`config.mk`:
```
export PLATFORM = sky130hd
export DESIGN_NAME = decode_queue_flat
export DESIGN_NICKNAME = d
export VERILOG_FILES = /design/src/rtl/decode_queue_if.sv /design/src/rtl/decode_queue.sv /design/src/flat_wrapper.sv
export SDC_FILE = /design/constraint.sdc
export NUM_CORES = 1
export LEC_CHECK = 0
export ABC_AREA = 1
export CORE_MARGIN = 2
export CORE_UTILIZATION = 43
export CTS_CLUSTER_SIZE = 10
export DETAILED_ROUTE_END_ITERATION = 6
export MAX_ROUTING_LAYER = met4
export SETUP_SLACK_MARGIN = 0.05
export SYNTH_ARGS = -nofsm -noshare
export SYNTH_HDL_FRONTEND = slang
export SYNTH_SLANG_ARGS = --single-unit
export TNS_END_PERCENT = 30
```
`constraint.sdc`:
```
create_clock -name clk -period 3.9 [get_ports clk]
set_input_delay 0.39 -clock clk [delete_from_list [all_inputs] [get_ports clk]]
set_output_delay 0.39 -clock clk [all_outputs]
set_load 0.005 [all_outputs]
```
`src/rtl/decode_queue_if.sv`:
```
// decode_queue_if: fetch-side and dispatch-side handshake bundle for the
// decode queue. The slave modport is the queue's view; master is the
// environment's (IF on the input side, dispatch on the output side).
interface decode_queue_if #(
  parameter int DEPTH = 8,
  parameter int XLEN  = 32,
  parameter int OPW   = 6
);
  // fetch side
  logic                     in_valid;
  logic                     in_ready;
  logic [XLEN-1:0]          in_ins;
  logic [XLEN-1:0]          in_pc;
  // dispatch side
  logic                     out_valid;
  logic                     out_ready;
  logic [OPW-1:0]           opcode;
  logic [6:0]               ophead;
  logic [4:0]               rs1;
  logic [4:0]               rs2;
  logic [4:0]               rd;
  logic [XLEN-1:0]          imm;
  logic [XLEN-1:0]          pc;
  logic                     illegal;
  logic [$clog2(DEPTH):0]   count;

  modport slave (
    input  in_valid, in_ins, in_pc, out_ready,
    output in_ready, out_valid, opcode, ophead, rs1, rs2, rd, imm, pc,
           illegal, count
  );

  modport master (
    output in_valid, in_ins, in_pc, out_ready,
    input  in_ready, out_valid, opcode, ophead, rs1, rs2, rd, imm, pc,
           illegal, count
  );
endinterface

```
`src/rtl/decode_queue.sv`:
```
// decode_queue: circular buffer of fetched RV32I instructions + PCs with a
// combinational decoder on the head entry and a valid/ready output.
// Optional macro DECODE_BYPASS_EN: an instruction arriving at an empty queue
// is presented on the output in the same cycle (and not stored if consumed).
module decode_queue #(
  parameter int DEPTH = 8,
  parameter int XLEN  = 32,
  parameter int OPW   = 6
) (
  input  logic           clk,
  input  logic           rst,
  input  logic           rdy,
  input  logic           flush,
  decode_queue_if.slave  bus
);
  localparam int AW = $clog2(DEPTH);
  localparam int CW = AW + 1;

  // operation codes, 0 = invalid
  localparam logic [OPW-1:0] OP_LUI   = OPW'(1),  OP_AUIPC = OPW'(2);
  localparam logic [OPW-1:0] OP_JAL   = OPW'(3),  OP_JALR  = OPW'(4);
  localparam logic [OPW-1:0] OP_BEQ   = OPW'(5),  OP_BNE   = OPW'(6);
  localparam logic [OPW-1:0] OP_BLT   = OPW'(7),  OP_BGE   = OPW'(8);
  localparam logic [OPW-1:0] OP_BLTU  = OPW'(9),  OP_BGEU  = OPW'(10);
  localparam logic [OPW-1:0] OP_LB    = OPW'(11), OP_LH    = OPW'(12);
  localparam logic [OPW-1:0] OP_LW    = OPW'(13), OP_LBU   = OPW'(14);
  localparam logic [OPW-1:0] OP_LHU   = OPW'(15), OP_SB    = OPW'(16);
  localparam logic [OPW-1:0] OP_SH    = OPW'(17), OP_SW    = OPW'(18);
  localparam logic [OPW-1:0] OP_ADDI  = OPW'(19), OP_SLTI  = OPW'(20);
  localparam logic [OPW-1:0] OP_SLTIU = OPW'(21), OP_XORI  = OPW'(22);
  localparam logic [OPW-1:0] OP_ORI   = OPW'(23), OP_ANDI  = OPW'(24);
  localparam logic [OPW-1:0] OP_SLLI  = OPW'(25), OP_SRLI  = OPW'(26);
  localparam logic [OPW-1:0] OP_SRAI  = OPW'(27), OP_ADD   = OPW'(28);
  localparam logic [OPW-1:0] OP_SUB   = OPW'(29), OP_SLL   = OPW'(30);
  localparam logic [OPW-1:0] OP_SLT   = OPW'(31), OP_SLTU  = OPW'(32);
  localparam logic [OPW-1:0] OP_XOR   = OPW'(33), OP_SRL   = OPW'(34);
  localparam logic [OPW-1:0] OP_SRA   = OPW'(35), OP_OR    = OPW'(36);
  localparam logic [OPW-1:0] OP_AND   = OPW'(37);

  // storage (not reset; validity is tracked by count)
  logic [XLEN-1:0] ins_mem [DEPTH];
  logic [XLEN-1:0] pc_mem  [DEPTH];

  logic [AW-1:0] head, tail;
  logic [CW-1:0] cnt;

  logic empty, full, bypass, bypass_take, enq, deq, head_valid;
  logic [XLEN-1:0] sel_ins, sel_pc;

  assign empty      = (cnt == '0);
  assign full       = (cnt == CW'(DEPTH));
  assign head_valid = ~empty;
  assign bus.in_ready = rdy & ~full;

`ifdef DECODE_BYPASS_EN
  assign bypass = empty & bus.in_valid & rdy & ~flush;
`else
  assign bypass = 1'b0;
`endif

  // a bypassed instruction consumed in its arrival cycle never gets stored
  assign bypass_take = bypass & bus.out_ready;
  assign enq = bus.in_valid & bus.in_ready & ~flush & ~bypass_take;
  assign deq = head_valid & bus.out_ready & rdy & ~flush;

  assign sel_ins = bypass ? bus.in_ins : ins_mem[head];
  assign sel_pc  = bypass ? bus.in_pc  : pc_mem[head];

  // pointer/occupancy update; flush wins over enqueue/dequeue, rdy gates all
  always_ff @(posedge clk or negedge rst) begin
    if (!rst) begin
      head <= '0;
      tail <= '0;
      cnt  <= '0;
    end else if (rdy) begin
      if (flush) begin
        head <= '0;
        tail <= '0;
        cnt  <= '0;
      end else begin
        if (enq) tail <= tail + 1'b1;
        if (deq) head <= head + 1'b1;
        case ({enq, deq})
          2'b10:   cnt <= cnt + 1'b1;
          2'b01:   cnt <= cnt - 1'b1;
          default: cnt <= cnt;
        endcase
      end
    end
  end

  // entry write at tail
  always_ff @(posedge clk) begin
    if (enq) begin
      ins_mem[tail] <= bus.in_ins;
      pc_mem[tail]  <= bus.in_pc;
    end
  end

  logic [6:0]      maj;
  logic [2:0]      f3;
  logic [6:0]      f7;
  logic [XLEN-1:0] imm_i, imm_s, imm_b, imm_u, imm_j, imm_sh;
  logic [OPW-1:0]  dec_op;
  logic [XLEN-1:0] dec_imm;

  assign maj    = sel_ins[6:0];
  assign f3     = sel_ins[14:12];
  assign f7     = sel_ins[31:25];
  assign imm_i  = XLEN'($signed(sel_ins[31:20]));
  assign imm_s  = XLEN'($signed({sel_ins[31:25], sel_ins[11:7]}));
  assign imm_b  = XLEN'($signed({sel_ins[31], sel_ins[7], sel_ins[30:25],
                                 sel_ins[11:8], 1'b0}));
  assign imm_u  = XLEN'($signed({sel_ins[31:12], 12'b0}));
  assign imm_j  = XLEN'($signed({sel_ins[31], sel_ins[19:12], sel_ins[20],
                                 sel_ins[30:21], 1'b0}));
  assign imm_sh = XLEN'(sel_ins[24:20]);

  // opcode and immediate decode; unknown encodings leave op=0, imm=0
  always_comb begin
    dec_op  = '0;
    dec_imm = '0;
    case (maj)
      7'b0110111: begin dec_op = OP_LUI;   dec_imm = imm_u; end
      7'b0010111: begin dec_op = OP_AUIPC; dec_imm = imm_u; end
      7'b1101111: begin dec_op = OP_JAL;   dec_imm = imm_j; end
      7'b1100111: if (f3 == 3'b000) begin dec_op = OP_JALR; dec_imm = imm_i; end
      7'b1100011: begin
        case (f3)
          3'b000:  dec_op = OP_BEQ;
          3'b001:  dec_op = OP_BNE;
          3'b100:  dec_op = OP_BLT;
          3'b101:  dec_op = OP_BGE;
          3'b110:  dec_op = OP_BLTU;
          3'b111:  dec_op = OP_BGEU;
          default: dec_op = '0;
        endcase
        if (dec_op != '0) dec_imm = imm_b;
      end
      7'b0000011: begin
        case (f3)
          3'b000:  dec_op = OP_LB;
          3'b001:  dec_op = OP_LH;
          3'b010:  dec_op = OP_LW;
          3'b100:  dec_op = OP_LBU;
          3'b101:  dec_op = OP_LHU;
          default: dec_op = '0;
        endcase
        if (dec_op != '0) dec_imm = imm_i;
      end
      7'b0100011: begin
        case (f3)
          3'b000:  dec_op = OP_SB;
          3'b001:  dec_op = OP_SH;
          3'b010:  dec_op = OP_SW;
          default: dec_op = '0;
        endcase
        if (dec_op != '0) dec_imm = imm_s;
      end
      7'b0010011: begin
        case (f3)
          3'b000: begin dec_op = OP_ADDI;  dec_imm = imm_i; end
          3'b010: begin dec_op = OP_SLTI;  dec_imm = imm_i; end
          3'b011: begin dec_op = OP_SLTIU; dec_imm = imm_i; end
          3'b100: begin dec_op = OP_XORI;  dec_imm = imm_i; end
          3'b110: begin dec_op = OP_ORI;   dec_imm = imm_i; end
          3'b111: begin dec_op = OP_ANDI;  dec_imm = imm_i; end
          3'b001: if (f7 == 7'b0000000) begin dec_op = OP_SLLI; dec_imm = imm_sh; end
          default: begin
            // funct3 101: logical or arithmetic right shift
            if (f7 == 7'b0000000) begin
              dec_op = OP_SRLI; dec_imm = imm_sh;
            end else if (f7 == 7'b0100000) begin
              dec_op = OP_SRAI; dec_imm = imm_sh;
            end
          end
        endcase
      end
      7'b0110011: begin
        case ({f7, f3})
          {7'b0000000, 3'b000}: dec_op = OP_ADD;
          {7'b0100000, 3'b000}: dec_op = OP_SUB;
          {7'b0000000, 3'b001}: dec_op = OP_SLL;
          {7'b0000000, 3'b010}: dec_op = OP_SLT;
          {7'b0000000, 3'b011}: dec_op = OP_SLTU;
          {7'b0000000, 3'b100}: dec_op = OP_XOR;
          {7'b0000000, 3'b101}: dec_op = OP_SRL;
          {7'b0100000, 3'b101}: dec_op = OP_SRA;
          {7'b0000000, 3'b110}: dec_op = OP_OR;
          {7'b0000000, 3'b111}: dec_op = OP_AND;
          default:              dec_op = '0;
        endcase
      end
      default: begin
        dec_op  = '0;
        dec_imm = '0;
      end
    endcase
  end

  // every decode output reads 0 while nothing valid is presented
  assign bus.out_valid = head_valid | bypass;
  assign bus.opcode    = bus.out_valid ? dec_op         : '0;
  assign bus.ophead    = bus.out_valid ? sel_ins[6:0]   : '0;
  assign bus.rs1       = bus.out_valid ? sel_ins[19:15] : '0;
  assign bus.rs2       = bus.out_valid ? sel_ins[24:20] : '0;
  assign bus.rd        = bus.out_valid ? sel_ins[11:7]  : '0;
  assign bus.imm       = bus.out_valid ? dec_imm        : '0;
  assign bus.pc        = bus.out_valid ? sel_pc         : '0;
  assign bus.illegal   = bus.out_valid & (dec_op == '0);
  assign bus.count     = cnt;
endmodule

```
`src/flat_wrapper.sv`:
```
// flat-port wrapper written by rule: the top's interface ports become plain ports
module decode_queue_flat 
#(
  parameter int DEPTH = 8,
  parameter int XLEN  = 32,
  parameter int OPW   = 6
)
  (clk, rst, rdy, flush, bus_in_valid, bus_in_ins, bus_in_pc, bus_out_ready, bus_in_ready, bus_out_valid, bus_opcode, bus_ophead, bus_rs1, bus_rs2, bus_rd, bus_imm, bus_pc, bus_illegal, bus_count);
  decode_queue_if #(.DEPTH(DEPTH), .XLEN(XLEN), .OPW(OPW)) bus_i ();
  input  logic clk;
  input  logic rst;
  input  logic rdy;
  input  logic flush;
  input wire logic [$bits(bus_i.in_valid)-1:0] bus_in_valid;
  input wire logic [$bits(bus_i.in_ins)-1:0] bus_in_ins;
  input wire logic [$bits(bus_i.in_pc)-1:0] bus_in_pc;
  input wire logic [$bits(bus_i.out_ready)-1:0] bus_out_ready;
  output wire logic [$bits(bus_i.in_ready)-1:0] bus_in_ready;
  output wire logic [$bits(bus_i.out_valid)-1:0] bus_out_valid;
  output wire logic [$bits(bus_i.opcode)-1:0] bus_opcode;
  output wire logic [$bits(bus_i.ophead)-1:0] bus_ophead;
  output wire logic [$bits(bus_i.rs1)-1:0] bus_rs1;
  output wire logic [$bits(bus_i.rs2)-1:0] bus_rs2;
  output wire logic [$bits(bus_i.rd)-1:0] bus_rd;
  output wire logic [$bits(bus_i.imm)-1:0] bus_imm;
  output wire logic [$bits(bus_i.pc)-1:0] bus_pc;
  output wire logic [$bits(bus_i.illegal)-1:0] bus_illegal;
  output wire logic [$bits(bus_i.count)-1:0] bus_count;
  assign bus_i.in_valid = bus_in_valid;
  assign bus_i.in_ins = bus_in_ins;
  assign bus_i.in_pc = bus_in_pc;
  assign bus_i.out_ready = bus_out_ready;
  assign bus_in_ready = bus_i.in_ready;
  assign bus_out_valid = bus_i.out_valid;
  assign bus_opcode = bus_i.opcode;
  assign bus_ophead = bus_i.ophead;
  assign bus_rs1 = bus_i.rs1;
  assign bus_rs2 = bus_i.rs2;
  assign bus_rd = bus_i.rd;
  assign bus_imm = bus_i.imm;
  assign bus_pc = bus_i.pc;
  assign bus_illegal = bus_i.illegal;
  assign bus_count = bus_i.count;
  decode_queue #(.DEPTH(DEPTH), .XLEN(XLEN), .OPW(OPW)) u_core (.clk(clk), .rst(rst), .rdy(rdy), .flush(flush), .bus(bus_i));
endmodule
```
==> results.cfg <==
[run_status]
status = completed

[detailed_routing]
ant_nets = 0
firstDrtPassIters = 6
detail_route.wl_per_cell_um = 19.6
num_vias = 15400
drc = 0
detail_route.wirelength_mm = 57.1
post_drt_via_cell_ratio = 5.31
detailedRoute.firstIterationViolations = 1234

[setup_path]
cp_max_fo = 26
worst_setup_path_class = reg -> out
arrival_ps = 3510
worst-r2r-setup-slack_ps = 1330
critPathLaunchType = register
timing.critical_path.required_ps = 3510
worstSetupEndpointType = output pin

[sta]
layout_worst_path_cycle_share_pct = 100
worst_clock_skew_ps = 64.9
max_freq_ghz = 0.257
finalWorstPathRequiredPeriod_ps = 3900
setup_tns_ps = 0
rsz0062_at_grt = yes
slew_viol_final = 0
max_slew_margin_pct = 43.7
report.final.hold_viol_count = 0
worst-slew-pin-transition_ps = 845
setup_viol = 0

[global_route]
grt_antenna_before_repair = 5
grt_first_pass_wirelength_mm = 87.1
number_of_global_route_vias_before_repair = 15000
global_route.overflow_total = 0
gr-usage-all-layers_pct = 21.5
largest_net_degree_at_the_start_of_global_routing = 130

[power_and_ir_drop]
cell_internal_pwr_mw = 11.3
overall_power_of_the_completed_layout_mw = 17.0
power.switching_fraction_pct = 33.5
power.ir.vdd_worst_uv = 480
combPwrFrac_pct = 34.2
p_seq_share_pct = 37.1
p_per_area_nw_per_um2 = 624
p_clk_share_pct = 28.7
leakage_power_nw = 10.1
p_switching_mw = 5.71

[placement]
dp_hpwl_mm = 32.0
port-buffer-count = 168
place.gp.congestion = 0.910
place.detailed.instances = 2803

[layout]
final_cells = 2906
post_route_cells_drive_above_1_share_pct = 10.9
final_stage_net_count = 2269
syn_to_final_growth_pct = 20.8

[clocking]
clock_tree_root_driver_cell = sky130_fd_sc_hd__clkbuf_16
post_cts_hold_buffer_count = 0
tritoncts = done
insertion_delay_ps = 640
htreeDepth = 2
worst_setup_hold_path_clk_slew_ps = 60
cts_made_buffers = 59
cts.path.max_buffers = 3
clkSinkCount = 522

[logic_synthesis]
yosys_warnings = 0
yosys.area.top_type_share_pct = 68.0
synth_fp_nets = 2091
syn-instance-count = 2016
yosysSeqAreaShare_pct = 69.1
synth-seq-cells = 522
netlist-cell-type-count = 41
synth_top_cells_by_area = sky130_fd_sc_hd__edfxtp_1 68%, sky130_fd_sc_hd__nor2_1 5.6%, sky130_fd_sc_hd__nand2_1 5.4%
postSynth.topFlopCell = sky130_fd_sc_hd__edfxtp_1
mappedNetlistArea_sq_um = 22600
synthesis.area_per_instance_sq_um = 11.2
synth.largest_area_cell = sky130_fd_sc_hd__edfxtp_1
asyncSetResetFlopFracSynth_pct = 1.92
synth_enable_flop_cells = 512

[floorplanning]
initial_utilization_pct = 43.3
io_pins = 169
core_sq_um = 52200
die_height_um = 233
num_rows = 84
die_w_um = 233
dieArea_sq_um = 54400

[job]
maxCapViolCount = 0

[min_path]
worstHoldPathType = in -> async
[critical path, cell delays in order, from the launching register on]
cell and delay [ps]:
sky130_fd_sc_hd__dfrtp_4 510, sky130_fd_sc_hd__buf_12 180, sky130_fd_sc_hd__bufbuf_16 310, sky130_fd_sc_hd__nor2_1 110, sky130_fd_sc_hd__nor2_1 50, sky130_fd_sc_hd__o21ai_1 110
sky130_fd_sc_hd__nand3_1 110, sky130_fd_sc_hd__nand2_2 150, sky130_fd_sc_hd__nand2_4 90, sky130_fd_sc_hd__nor2_4 190, sky130_fd_sc_hd__nand3_2 120, sky130_fd_sc_hd__nand2_2 100
sky130_fd_sc_hd__inv_1 40, sky130_fd_sc_hd__nand2_1 60, sky130_fd_sc_hd__nand3_2 80, sky130_fd_sc_hd__a21oi_2 160, sky130_fd_sc_hd__clkdlybuf4s50_1 520
[metal layers]
layer	GRT usage [%]	vias up	wire length (um)
li1	-	7346	-
met1	28.6	7526	25000
met2	34.8	479	27300
met3	3.41	78	3700
met4	5.39	0	1050
met5	-	-	0
[registers in the layout (all words and copies together), names as in the netlist]
register and flops:
u_core.bus.count 4, u_core.tail 3, u_core.pc_mem 256, u_core.head 3, u_core.ins_mem 256
[cells in the mapped netlist, types with 2 or more instances]
cell type                    n
sky130_fd_sc_hd__edfxtp_1  512
sky130_fd_sc_hd__nor2_1    337
sky130_fd_sc_hd__nand2_1   323
sky130_fd_sc_hd__o21ai_0   222
sky130_fd_sc_hd__inv_1     160
sky130_fd_sc_hd__nand3_1    91
sky130_fd_sc_hd__o22ai_1    66
sky130_fd_sc_hd__clkbuf_1   47
sky130_fd_sc_hd__a31oi_1    41
sky130_fd_sc_hd__buf_2      33
sky130_fd_sc_hd__a21oi_1    28
sky130_fd_sc_hd__o21ai_1    27
sky130_fd_sc_hd__a21oi_2    24
sky130_fd_sc_hd__nand2_2    18
sky130_fd_sc_hd__buf_4      13
sky130_fd_sc_hd__buf_6      11
sky130_fd_sc_hd__dfrtp_1    10
sky130_fd_sc_hd__nor2_2      8
sky130_fd_sc_hd__nand3_2     7
sky130_fd_sc_hd__buf_1       5
sky130_fd_sc_hd__ha_1        4
sky130_fd_sc_hd__xor2_1      4
sky130_fd_sc_hd__nand2_4     3
sky130_fd_sc_hd__buf_8       2
sky130_fd_sc_hd__clkinv_1    2
sky130_fd_sc_hd__nand4_1     2
sky130_fd_sc_hd__nor2_8      2
[power groups by stage]
stage                     Combinational [mW]  Clock (mW)  Sequential [mW]
after floorplan                         3.27           0             6.43
after global placement                  5.37           0             6.44
after detailed placement                5.40           0             6.45
after CTS                               5.78        5.01             6.33
after global routing                    6.43        5.20             6.34
final                                   5.83        4.89             6.33
[path summary, 6_finish.rpt]
kind | startpoint | end | cells after the start
worst max-delay path | u_core.head[0] | bus_opcode[0] | 16
worst min-delay path | rst | u_core.bus.count[3] | 1
worst max register to register | u_core.bus.count[2] | u_core.pc_mem[1][19] | 7
worst min register to register | u_core.tail[0] | u_core.tail[0] | 2
max in group asynchronous | rst | u_core.head[1] | 1
min in group clk | rdy | u_core.tail[2] | 2
[logic make-up after synthesis]
logic type,after synthesis,synth area share [%]
DFF,522,69.1
and+or+nand+nor,795,14.5
AOI/OAI and AO/OA,412,10.3
buffers and inverters,277,5.58
adders and majority gates,5,0.310
xor gates and xnor gates,5,0.194
[cell usage in the layout, fill, tap and decap left out, drive strengths merged, types with 2 or more instances in the layout]
cell type,count
a21oi,53
a31oi,41
buf,55
bufbuf,3
clkbuf,72
clkdlybuf4s50,155
clkinv,6
dfrtp,10
diode,6
dlygate4sd2,6
dlymetal6s2s,7
edfxtp,512
ha,4
inv,166
nand2,344
nand3,98
nand4,2
nor2,349
o21ai,251
o22ai,66
xor2,4
[layout make-up]
class                           instances  area (sq um)
Timing Repair inverter                  1          16.3
Sequential cell                       522         15600
Antenna cell                            6          15.0
Fill cell                            4510         24900
Clock buffer                           72          1530
Timing Repair Buffer                  226          2470
Clock inverter                          7           125
Inverter                              165           646
Multi-Input combinational cell       1219          6010
Tap cell                              688           861
[metrics by stage]
| stage | worst slack [ps] | area [sq um] | util, % | hold WS, ps |
|---|---|---|---|---|
| after global routing | -188 | 27300 | 52.3 | 139 |
| after CTS | -19.2 | 27100 | 52.0 | 95.6 |
| after global placement | 413 | 25100 | 48.1 | 572 |
| after floorplan | -349 | 22600 | - | 94.4 |
| after detailed placement | 377 | 25100 | 48.1 | 583 |
| final | 1.38 | 27300 | 52.3 | 114 |
[repair_timing]
action / CTS / global route
pin swaps: 9 / 9
gates cloned: 6 / 0
gates resized for setup: 53 / 28
setup endpoints to repair: 59 / 42
setup buffers: 8 / 4
endpoints found under the hold margin: 0 / 0
No activity file was read; power rests on OpenSTA's default activity.
